### src/rtl/tick_timer_pkg.sv
// Shared types and constants for the tick-driven interval timer.
package tick_timer_pkg;

    localparam int unsigned TT_WIDTH = 8;

    typedef enum logic [1:0] {
        ST_IDLE = 2'd0,
        ST_RUN  = 2'd1,
        ST_HOLD = 2'd2
    } state_t;

endpackage

### src/rtl/tick_timer_if.sv
// Command/status bundle between a controller and the tick_timer.
interface tick_timer_if
    import tick_timer_pkg::*;
#(
    parameter int unsigned WIDTH = TT_WIDTH
) ();

    logic             start;
    logic             stop;
    logic             reload_en;
    logic [WIDTH-1:0] period;
    logic             busy;
    logic             hold;
    logic [WIDTH-1:0] cnt;
    logic             done;

    modport master (
        output start, stop, reload_en, period,
        input  busy, hold, cnt, done
    );

    modport slave (
        input  start, stop, reload_en, period,
        output busy, hold, cnt, done
    );

endinterface

### src/rtl/tick_rise_det.sv
// Rising-edge detector for the divider tick, used as a same-domain enable.
module tick_rise_det (
    input  logic clk,
    input  logic rst,
    input  logic tick_in,
    output logic tick_rise
);

    logic tick_prev_q;
    logic tick_prev_d;

    always_comb tick_prev_d = tick_in;

    // Resets high: the divider parks its tick high while cleared, so that level is not an edge.
    always_ff @(posedge clk or posedge rst) begin
        if (rst) tick_prev_q <= 1'b1;
        else     tick_prev_q <= tick_prev_d;
    end

    assign tick_rise = tick_in & ~tick_prev_q;

endmodule

### src/rtl/tick_timer.sv
// Programmable interval timer counting divider tick edges, with one-shot/auto-reload and pause.
module tick_timer
    import tick_timer_pkg::*;
#(
    parameter int unsigned WIDTH = TT_WIDTH
) (
    input  logic          clk,
    input  logic          rst,
    input  logic          tick_in,
    tick_timer_if.slave   bus
);

    state_t           state_q, state_d;
    logic [WIDTH-1:0] cnt_q, cnt_d;
    logic [WIDTH-1:0] period_q, period_d;
    logic             reload_q, reload_d;
    logic             done_q, done_d;
    logic             tick_rise;
    logic             start_ok;

    tick_rise_det u_rise (
        .clk       (clk),
        .rst       (rst),
        .tick_in   (tick_in),
        .tick_rise (tick_rise)
    );

    assign start_ok = bus.start && (bus.period != '0);

    always_comb begin
        state_d  = state_q;
        cnt_d    = cnt_q;
        period_d = period_q;
        reload_d = reload_q;
        done_d   = 1'b0;
        unique case (state_q)
            ST_IDLE: begin
                if (!bus.stop && start_ok) begin
                    state_d  = ST_RUN;
                    cnt_d    = bus.period;
                    period_d = bus.period;
                    reload_d = bus.reload_en;
                end
            end
            ST_RUN: begin
                if (bus.stop) begin
                    state_d = ST_HOLD;
                end else if (start_ok) begin
                    cnt_d    = bus.period;
                    period_d = bus.period;
                    reload_d = bus.reload_en;
                end else if (tick_rise) begin
                    if (cnt_q > WIDTH'(1)) begin
                        cnt_d = cnt_q - WIDTH'(1);
                    end else if (cnt_q == WIDTH'(1)) begin
                        done_d = 1'b1;
                        if (reload_q) begin
                            cnt_d = period_q;
                        end else begin
                            cnt_d   = '0;
                            state_d = ST_IDLE;
                        end
                    end
                end
            end
            ST_HOLD: begin
                if (bus.stop) begin
                    state_d = ST_IDLE;
                    cnt_d   = '0;
                end else if (bus.start) begin
                    state_d = ST_RUN;
                end
            end
            default: begin
                state_d = ST_IDLE;
                cnt_d   = '0;
            end
        endcase
    end

    always_ff @(posedge clk or posedge rst) begin
        if (rst) begin
            state_q  <= ST_IDLE;
            cnt_q    <= '0;
            period_q <= '0;
            reload_q <= 1'b0;
            done_q   <= 1'b0;
        end else begin
            state_q  <= state_d;
            cnt_q    <= cnt_d;
            period_q <= period_d;
            reload_q <= reload_d;
            done_q   <= done_d;
        end
    end

    assign bus.busy = (state_q != ST_IDLE);
    assign bus.hold = (state_q == ST_HOLD);
    assign bus.cnt  = cnt_q;
    assign bus.done = done_q;

endmodule

### src/flat_wrapper.sv
// flat-port wrapper written by rule: the top's interface ports become plain ports
module tick_timer_flat import tick_timer_pkg::*;
#(
    parameter int unsigned WIDTH = TT_WIDTH
)
  (clk, rst, tick_in, bus_start, bus_stop, bus_reload_en, bus_period, bus_busy, bus_hold, bus_cnt, bus_done);
  tick_timer_if #(.WIDTH(WIDTH)) bus_i ();
  input  logic clk;
  input  logic rst;
  input  logic tick_in;
  input wire logic [$bits(bus_i.start)-1:0] bus_start;
  input wire logic [$bits(bus_i.stop)-1:0] bus_stop;
  input wire logic [$bits(bus_i.reload_en)-1:0] bus_reload_en;
  input wire logic [$bits(bus_i.period)-1:0] bus_period;
  output wire logic [$bits(bus_i.busy)-1:0] bus_busy;
  output wire logic [$bits(bus_i.hold)-1:0] bus_hold;
  output wire logic [$bits(bus_i.cnt)-1:0] bus_cnt;
  output wire logic [$bits(bus_i.done)-1:0] bus_done;
  assign bus_i.start = bus_start;
  assign bus_i.stop = bus_stop;
  assign bus_i.reload_en = bus_reload_en;
  assign bus_i.period = bus_period;
  assign bus_busy = bus_i.busy;
  assign bus_hold = bus_i.hold;
  assign bus_cnt = bus_i.cnt;
  assign bus_done = bus_i.done;
  tick_timer #(.WIDTH(WIDTH)) u_core (.clk(clk), .rst(rst), .tick_in(tick_in), .bus(bus_i));
endmodule
### config.mk
export PLATFORM = sky130hd
export DESIGN_NAME = tick_timer_flat
export DESIGN_NICKNAME = d
export VERILOG_FILES = /design/src/rtl/tick_timer_pkg.sv /design/src/rtl/tick_timer_if.sv /design/src/rtl/tick_rise_det.sv /design/src/rtl/tick_timer.sv /design/src/flat_wrapper.sv
export SDC_FILE = /design/constraint.sdc
export NUM_CORES = 1
export LEC_CHECK = 0
export ABC_AREA = 0
export CAP_MARGIN = 20
export CORE_MARGIN = 2
export CORE_UTILIZATION = 51
export CTS_BUF_LIST = sky130_fd_sc_hd__clkbuf_16
export CTS_CLUSTER_SIZE = 28
export DETAILED_ROUTE_END_ITERATION = 7
export HOLD_SLACK_MARGIN = 0.06
export PLACE_DENSITY = 0.8
export SYNTH_ARGS = -nofsm -noshare
export SYNTH_HDL_FRONTEND = slang
export SYNTH_HIERARCHICAL = 1
export SYNTH_SLANG_ARGS = --single-unit
export TNS_END_PERCENT = 50
### constraint.sdc
create_clock -name clk -period 2.85 [get_ports clk]
set_clock_uncertainty 0.05 [all_clocks]
set_input_delay 0.285 -clock clk [delete_from_list [all_inputs] [get_ports clk]]
set_output_delay 0.285 -clock clk [all_outputs]
set_load 0.01 [all_outputs]
== After elaboration in Yosys (flattened, before gate mapping) ==
Index checks and enable logic that the tools add are counted.
Widths: inputs -> output; s select.

* Output and inout bits: 11
* Input port bits: 14
* Flip-flop bits (word level): 21
* Logic and storage cells: 67

* $lt $le $gt $ge: 1
* Bitwise operators: 2
* Multiplexer cells: 32
* Eq/ne operators: 15
* Reduce and logical (&&, ||, !) cells: 10
* Add/subtract/negate cells: 1

{| class="wikitable"
|+ Operator list
! kind !! count
|-
| $mux 8 || 10
|-
| $pmux 8 s3 || 1
|-
| $mux 2 || 9
|-
| $pmux 8 s2 || 1
|-
| $ne 3x3->1 const B || 4
|-
| $mux 1 || 9
|-
| $eq 8x1->1 const B || 1
|-
| $gt 8x1->1 const B || 1
|-
| $reduce_bool 8->1 || 1
|-
| $sub 8x1->8 const B || 1
|-
| $reduce_and 7->1 || 1
|-
| $ne 3x2->1 const B || 2
|-
| $pmux 2 s3 || 1
|-
| $reduce_and 5->1 || 1
|-
| $ne 2x1->1 const B || 2
|-
| $ne 2x2->1 const B || 2
|-
| $ne 4x1->1 const B || 1
|-
| $reduce_and 4->1 || 1
|-
| $reduce_bool 2->1 || 2
|-
| $ne 3x1->1 const B || 1
|-
| $eq 2x1->1 const B || 1
|-
| $eq 2x2->1 const B || 1
|-
| $logic_and 1x1->1 || 2
|-
| $logic_not 2->1 || 1
|-
| other kinds (4) || 4
|}

== Logic depth before layout (Yosys ltp) ==
Gate-level depths: netlist of run 1.

* Depth after elaboration: 7
* Gate-level depth with buffers: 7
* Mapped depth without buffers: 7

== Hierarchy ==
The synthesis of run 1 kept the hierarchy.

{| class="wikitable"
|+ By module, submodules not included
! module !! area an instance (µm²) !! cells each !! times used
|-
| tick_timer || 1244.9 || 132 || 1
|-
| tick_rise_det || 43.8 || 3 || 1
|}

== Worst setup path before layout of run 1 ==
No wires, ideal clock.

* Path kind: register -> register
* Start: reg u_core.cnt_q[4] (netlist: u_core/bus.cnt[4])
* End: reg u_core.cnt_q[7] (netlist: u_core/bus.cnt[7])
* Data required time: 2.674 ns
* Path buffers: 0
* Setup slack: 0.789 ns
* Stages on the path, launching flop included: 6
* Data arrival time: 1.885 ns
* Setup time: 0.126 ns
* Period minus slack after synthesis: 2.061 ns
* Cells stage by stage: dfrtp_1 > or4_4 > or4_1 > a22o_1 > a221oi_1 > nor2_1

* Cells in the longest elaborated chain, start to end: 6

{| class="wikitable"
|+ Ends and longest elaborated chain
! element !! line !! source
|-
| start: declaration || tick_timer.sv:14 || <nowiki>logic [WIDTH-1:0] cnt_q, cnt_d;</nowiki>
|-
| start signal: assignment || tick_timer.sv:90 || <nowiki>cnt_q <= cnt_d;</nowiki>
|-
| $sub 8x1->8 or $gt 8x1->1 (tied branches) || tick_timer.sv:54, tick_timer.sv:53 ||
|-
| $mux 8 || tick_timer.sv:53 || <nowiki>if (cnt_q > WIDTH'(1)) begin</nowiki>
|-
| $mux 8 || tick_timer.sv:52 || <nowiki>end else if (tick_rise) begin</nowiki>
|-
| $mux 8 || tick_timer.sv:48 || <nowiki>end else if (start_ok) begin</nowiki>
|-
| $mux 8 || tick_timer.sv:46 || <nowiki>if (bus.stop) begin</nowiki>
|-
| $pmux 8 s3 || tick_timer.sv:36 || <nowiki>unique case (state_q)</nowiki>
|}

Parallel ways exist; a longest one is shown, timed or not. The select of a mux whose other input is x is not followed.
A chain may end at the register's enable or synchronous reset.

== Worst setup path after layout of run 1 ==
* Start: in bus_period[7]
* End: reg u_core.cnt_q[3] (netlist: u_core/bus.cnt[3])

* Cells in the longest elaborated chain, start to end: 5

{| class="wikitable"
|+ Ends and longest elaborated chain
! element !! line !! source
|-
| start: declaration || flat_wrapper.sv:14 || <nowiki>input wire logic [$bits(bus_i.period)-1:0] bus_period;</nowiki>
|-
| $reduce_bool 8->1 (*) || tick_timer.sv:28 || <nowiki>assign start_ok = bus.start && (bus.period != '0);</nowiki>
|-
| $logic_and 1x1->1 (*) || tick_timer.sv:28 ||
|-
| $mux 8 or $logic_and 1x1->1 (tied branches) || tick_timer.sv:48, tick_timer.sv:38 ||
|-
| $mux 8 or $ne 2x1->1 (tied branches) || - ||
|-
| $pmux 8 s3 or $reduce_and 5->1 (tied branches) || - ||
|}

Every way passes the cells marked *; elsewhere a longest branch is shown, timed or not. The select of a mux whose other input is x is not followed.

==> impl_metrics.json, run 1 <==
{
  "grtUsageTotal": 0.262,
  "rsz0062_at_grt": "no",
  "max_freq_mhz": 427,
  "required_ns": 2.95,
  "timing.setup.tns_ns": 0,
  "synth_fp_nets": 151,
  "htreeDepth": 1,
  "clkSlewWorstSetupHoldPaths_ns": 0.05,
  "p_int_w": 0.000733,
  "via_count": 1191,
  "syn_area_sq_mm": 0.00129,
  "cts_setup_buffers": 0,
  "hold_buffers": 0,
  "cp_max_fo": 7,
  "cts_made_buffers": 3,
  "wire_per_inst_um": 17.9,
  "status": "finished clean",
  "clock_sinks": 21,
  "die_h_um": 54.3,
  "cp_cell_sequence": "clkdlybuf4s50_1, or4_1, o211a_1, a311oi_4, a21oi_1, a211oi_1",
  "finalMaxSlewViolations": 0,
  "io_pins": 25,
  "fp.dieW_um": 54.3,
  "drv_cap": 0,
  "syn_area_per_cell_sq_um": 9.55,
  "routed_wl_mm": 3.41,
  "detail_route.iter0.violations": 53,
  "power_leakage_nw": 0.668,
  "hp-class": "primary input to asynchronous set/reset pin",
  "grt_use_met1": 0.345,
  "post-route-period-util": 0.822,
  "p_sw_frac": 0.343,
  "slowest_delay_ns": 0.59,
  "clock_path_buffers": 2,
  "port_buffers": 24,
  "slew_headroom": 0.498,
  "die-area_sq_mm": 0.00295,
  "vdd_drop_max_uv": 419,
  "start_kind": "primary input",
  "grt_pass1_vias": 1160,
  "slowest_stage": "or4_1",
  "postCtsResizedCells": 0,
  "grt_pass1_wl_mm": 5.44,
  "met3_usage": 0.0656,
  "criticalPathCategory": "primary input to register",
  "hold_slack_ns": 0.304,
  "core_area_sq_mm": 0.00243,
  "ys_ff_latch": 21,
  "finalSetupViolations": 0,
  "hold_violations": 0,
  "use_met2": 0.402,
  "rows": 18,
  "top_usage_layer": "met2",
  "area_delta_synth_final_pct": 27.0,
  "fin_nets": 177,
  "end_kind": "register",
  "grt_max_degree": 21,
  "drive_gt1_frac": 0.125,
  "netlist_instances": 135,
  "p_comb_frac": 0.324,
  "grt-ovfl-total": 0,
  "yosys_warnings": 6,
  "ys_seq_area_frac": 0.409,
  "clockPowerShare": 0.261,
  "insertedDiodeCount": 0,
  "antenna_found_initial": 0,
  "arrival_ns": 2.45,
  "p_switching_w": 0.000383,
  "place_congestion": 0.885,
  "clk_latency_ns": 0.26,
  "cts_tree": "done",
  "p_per_area_mw_per_mm2": 682,
  "first_pass_iters": 4,
  "cts_root_buf": "clkbuf_16",
  "drtAntennaViolNets": 0,
  "via_per_inst": 6.27,
  "start_util": 0.530,
  "ys_types": 47,
  "seq_power_share": 0.414,
  "tightest_slew_ns": 0.752,
  "hpwl_mm": 2.48,
  "drc": 0,
  "min_period_ns": 2.34
}
[layer usage]
metal / part of all wire / up-vias / wire length (um)
met4: 0.015 / 0 / 50
met1: 0.42 / 568 / 1430
li1: - / 555 / -
met2: 0.49 / 62 / 1660
met3: 0.076 / 6 / 260
met5: 0 / - / 0
[worst max-delay path: cells and delay by family]
kind                   cells  cell delay [ns]
buffers and inverters      1             0.45
AND/OR/NAND/NOR            1             0.59
AO/OA/AOI/OAI              4             1.12
[layout by cell type (no fill, tap or decap), types with 2 or more instances in the layout]
cell	instances
or4_1	4
o21ai_0	6
nand2_1	14
mux2_2	7
clkbuf_16	3
xnor2_1	2
a21oi_1	6
o22ai_1	2
dfrtp_1	20
nor2b_1	5
inv_1	8
a22o_1	2
or4_4	2
a31oi_1	4
clkdlybuf4s50_1	24
nor2_1	17
ha_1	2
a311o_1	2
and3_1	2
[cell type report]
cell class | instances | area [sq um]
inverter | 7 | 26.3
multi-input combinational | 103 | 719
tap | 30 | 37.5
timing repair buffer | 25 | 248
clock buffer | 3 | 75.1
fill | 179 | 796
clock inverter | 1 | 3.75
sequential | 21 | 527
[power groups by stage]
stage	sequential [W]	clock [W]	combinational, W
final	0.000463	0.000292	0.000362
after global routing	0.000473	0.000311	0.000397
after floorplan	0.000445	0	0.000214
after CTS	0.000460	0.000295	0.000359
after global placement	0.000459	0	0.000347
after detailed placement	0.000465	0	0.000356
[Yosys cell counts, drive strengths merged]
| library cell | number | area [sq um] |
|---|---|---|
| dfrtp | 20 | 500 |
| nor2 | 17 | 63.8 |
| nand2 | 14 | 52.6 |
| inv | 7 | 26.3 |
| mux2 | 7 | 78.8 |
| o21ai | 7 | 38.8 |
| a21oi | 6 | 30.0 |
| nor2b | 6 | 45.0 |
| or4 | 6 | 52.6 |
| a31oi | 4 | 25.0 |
| a22o | 2 | 17.5 |
| a311o | 2 | 20.0 |
| a311oi | 2 | 35.0 |
| and3 | 2 | 12.5 |
| buf | 2 | 8.75 |
| clkbuf | 2 | 7.51 |
| ha | 2 | 25.0 |
| nor4 | 2 | 33.8 |
| o22ai | 2 | 12.5 |
| xnor2 | 2 | 17.5 |
| a211oi | 1 | 7.51 |
| a21boi | 1 | 7.51 |
| a221oi | 1 | 8.76 |
| a2bb2oi | 1 | 8.76 |
| a31o | 1 | 8.76 |
| a32oi | 1 | 8.76 |
| and2 | 1 | 7.51 |
| and4 | 1 | 8.76 |
| dfstp | 1 | 26.3 |
| mux2i | 1 | 10.0 |
| nand3 | 1 | 5.00 |
| nand3b | 1 | 7.51 |
| nand4 | 1 | 6.26 |
| nand4b | 1 | 8.76 |
| nor3 | 1 | 5.00 |
| o211a | 1 | 10.0 |
| o211ai | 1 | 7.51 |
| o21a | 1 | 7.51 |
| o311ai | 1 | 8.76 |
| o31ai | 1 | 7.51 |
| o41ai | 1 | 8.76 |
[cells by family after synthesis]
group | Yosys count | synth area share
fa+ha+maj | 2 | 0.0194
simple gates | 54 | 0.240
buf+inv | 11 | 0.0330
mux | 8 | 0.0689
compound gates | 37 | 0.217
xor+xnor | 2 | 0.0136
flops | 21 | 0.409
[path summary, 6_finish.rpt]
check	startpoint	to	slack [ns]	depth (start not counted)
max	bus_period[7]	u_core/bus.cnt[3]$_DFFE_PP0P_	0.51	6
min	rst	u_core/u_rise/tick_prev_q$_DFF_PP1_	0.30	2
max reg2reg	u_core/bus.cnt[4]$_DFFE_PP0P_	u_core/bus.cnt[7]$_DFFE_PP0P_	0.54	5
min reg2reg	u_core/period_q[0]$_DFFE_PP0P_	u_core/period_q[0]$_DFFE_PP0P_	0.46	1
max in group asynchronous	rst	u_core/period_q[7]$_DFFE_PP0P_	1.83	2
min in group clk	tick_in	u_core/u_rise/tick_prev_q$_DFF_PP1_	0.43	1
[per-stage QoR]
| step | util | cells | area [sq um] | worst slack, ns | total power (W) |
|---|---|---|---|---|---|
| after global routing | 0.673 | 190 | 1640 | 0.486 | 0.00118 |
| after floorplan | - | 135 | 1290 | 0.789 | 0.000659 |
| after detailed placement | 0.640 | 186 | 1560 | 0.351 | 0.000820 |
| final | 0.673 | 190 | 1640 | 0.506 | 0.00112 |
| after CTS | 0.673 | 190 | 1640 | 0.563 | 0.00111 |
| after global placement | 0.640 | 186 | 1560 | 0.404 | 0.000806 |
[state kept, by name, summed over array words and instances, names as in the netlist]
| signal | cells |
|---|---|
| u_core/period_q | 8 |
| u_core/bus.cnt | 8 |
| u_core/state_q | 2 |
| u_core/reload_q | 1 |
| u_core/bus.done | 1 |
| u_core/u_rise/tick_prev_q | 1 |
No activity file was read; power rests on OpenSTA's default activity.
==> inputs of run 2 (changes only) <==
==> constraint.sdc (replaced) <==
create_clock -name clk -period 2.4 [get_ports clk]
set_clock_uncertainty 0.05 [all_clocks]
set_input_delay 0.24 -clock clk [delete_from_list [all_inputs] [get_ports clk]]
set_output_delay 0.24 -clock clk [all_outputs]
set_load 0.01 [all_outputs]
==> impl_metrics.json, run 2 (synthesis results as in run 1) <==
{
  "routed_wl_mm": 3.45,
  "post-route-period-util": 0.921,
  "start_util": 0.530,
  "end_kind": "register",
  "grt_pass1_wl_mm": 5.51,
  "p_switching_w": 0.000465,
  "drv_cap": 0,
  "rows": 18,
  "layout_commonest_cell": "clkdlybuf4s50_1",
  "grtUsageTotal": 0.269,
  "port_buffers": 24,
  "p_sw_frac": 0.345,
  "power_leakage_nw": 0.700,
  "finalSetupViolations": 0,
  "fin_nets": 184,
  "vdd_drop_max_uv": 603,
  "first_pass_iters": 4,
  "arrival_ns": 2.29,
  "clockPowerShare": 0.259,
  "via_per_inst": 6.22,
  "hold_slack_ns": 0.259,
  "core_area_sq_mm": 0.00243,
  "slew_headroom": 0.484,
  "hp-class": "primary input to asynchronous set/reset pin",
  "clock_sinks": 21,
  "place_congestion": 0.868,
  "clock_path_buffers": 2,
  "cp_max_fo": 6,
  "fillCellCount": 189,
  "drive_gt1_frac": 0.168,
  "detail_route.iter0.violations": 57,
  "hold_violations": 0,
  "die-area_sq_mm": 0.00295,
  "clk_latency_ns": 0.25,
  "timing.setup.tns_ns": 0,
  "p_int_w": 0.000884,
  "layout_common_cells": "clkdlybuf4s50_1, dfrtp_1, nor2_1",
  "area_delta_synth_final_pct": 31.2,
  "antenna_found_initial": 0,
  "min_period_ns": 2.21,
  "hold_buffers": 0,
  "hpwl_mm": 2.58,
  "cts_tree": "done",
  "max_freq_mhz": 453,
  "drc": 0,
  "finalMaxSlewViolations": 0,
  "required_ns": 2.48,
  "p_per_area_mw_per_mm2": 798,
  "wire_per_inst_um": 17.5,
  "cts_root_buf": "clkbuf_16",
  "die_h_um": 54.3,
  "grt-ovfl-total": 0,
  "register_area_sq_um": 527,
  "cts_setup_buffers": 0,
  "postCtsResizedCells": 0,
  "tightest_slew_ns": 0.773,
  "io_pins": 25,
  "grt_max_degree": 21,
  "fp.dieW_um": 54.3,
  "via_count": 1226,
  "drtAntennaViolNets": 0,
  "status": "finished clean",
  "seq_power_share": 0.408,
  "criticalPathCategory": "register to register",
  "htreeDepth": 1,
  "clkSlewWorstSetupHoldPaths_ns": 0.06,
  "p_comb_frac": 0.333,
  "worstReg2RegStart": "u_core/bus.cnt[4]$_DFFE_PP0P_",
  "grt_pass1_vias": 1107,
  "insertedDiodeCount": 0,
  "rsz0062_at_grt": "no",
  "crit_start": "u_core/bus.cnt[4]$_DFFE_PP0P_",
  "cts_made_buffers": 3,
  "start_kind": "register",
  "multi_input_area_sq_um": 719
}
[run 2: critical path, cell delays in order, from the launching register on]
cell	delay (ns)
dfrtp_1	0.46
or4_4	0.61
or4_1	0.42
a22o_1	0.22
a221oi_1	0.27
nor2_1	0.07
[run 2: power by group through the flow]
stage	Clock [W]	Combinational [W]	Sequential, W
after floorplan	0	0.000254	0.000528
after global placement	0	0.000429	0.000544
after detailed placement	0	0.000438	0.000553
after CTS	0.000358	0.000445	0.000548
after global routing	0.000370	0.000488	0.000564
final	0.000349	0.000449	0.000550
[run 2: path summary, 6_finish.rpt]
check	slack [ns]	cells past startpoint	endpoint
max	0.19	5	u_core/bus.cnt[7]$_DFFE_PP0P_
min in group clk	0.39	1	u_core/u_rise/tick_prev_q$_DFF_PP1_
min	0.26	2	u_core/u_rise/tick_prev_q$_DFF_PP1_
min reg2reg	0.46	1	u_core/period_q[0]$_DFFE_PP0P_
max in group asynchronous	1.40	2	u_core/bus.cnt[6]$_DFFE_PP0P_
max reg2reg	0.19	5	u_core/bus.cnt[7]$_DFFE_PP0P_
[run 2: routing by layer]
metal | vias up | track usage | share of wire
met5 | - | 0 | 0
met4 | 0 | 0.0875 | 0.0075
met3 | 4 | 0.0601 | 0.077
met2 | 62 | 0.426 | 0.50
met1 | 588 | 0.367 | 0.42
li1 | 572 | - | -
[run 2: area by class of cell]
cell class                 count  area share
inverter                       7      0.0155
clock buffer                   3      0.0444
sequential                    21       0.312
timing repair buffer          32       0.178
multi-input combinational    103       0.426
tap                           30      0.0222
clock inverter                 1     0.00296
[run 2: through the flow]
| step | instances | total power, W | cell area [sq um] | util | setup slack (ns) |
|---|---|---|---|---|---|
| after CTS | 197 | 0.00135 | 1690 | 0.695 | 0.214 |
| after global routing | 197 | 0.00142 | 1690 | 0.695 | 0.0892 |
| after detailed placement | 193 | 0.000991 | 1610 | 0.662 | 0.0152 |
| final | 197 | 0.00135 | 1690 | 0.695 | 0.191 |
| after global placement | 193 | 0.000973 | 1610 | 0.662 | 0.0622 |
| after floorplan | 135 | 0.000782 | 1290 | - | 0.339 |
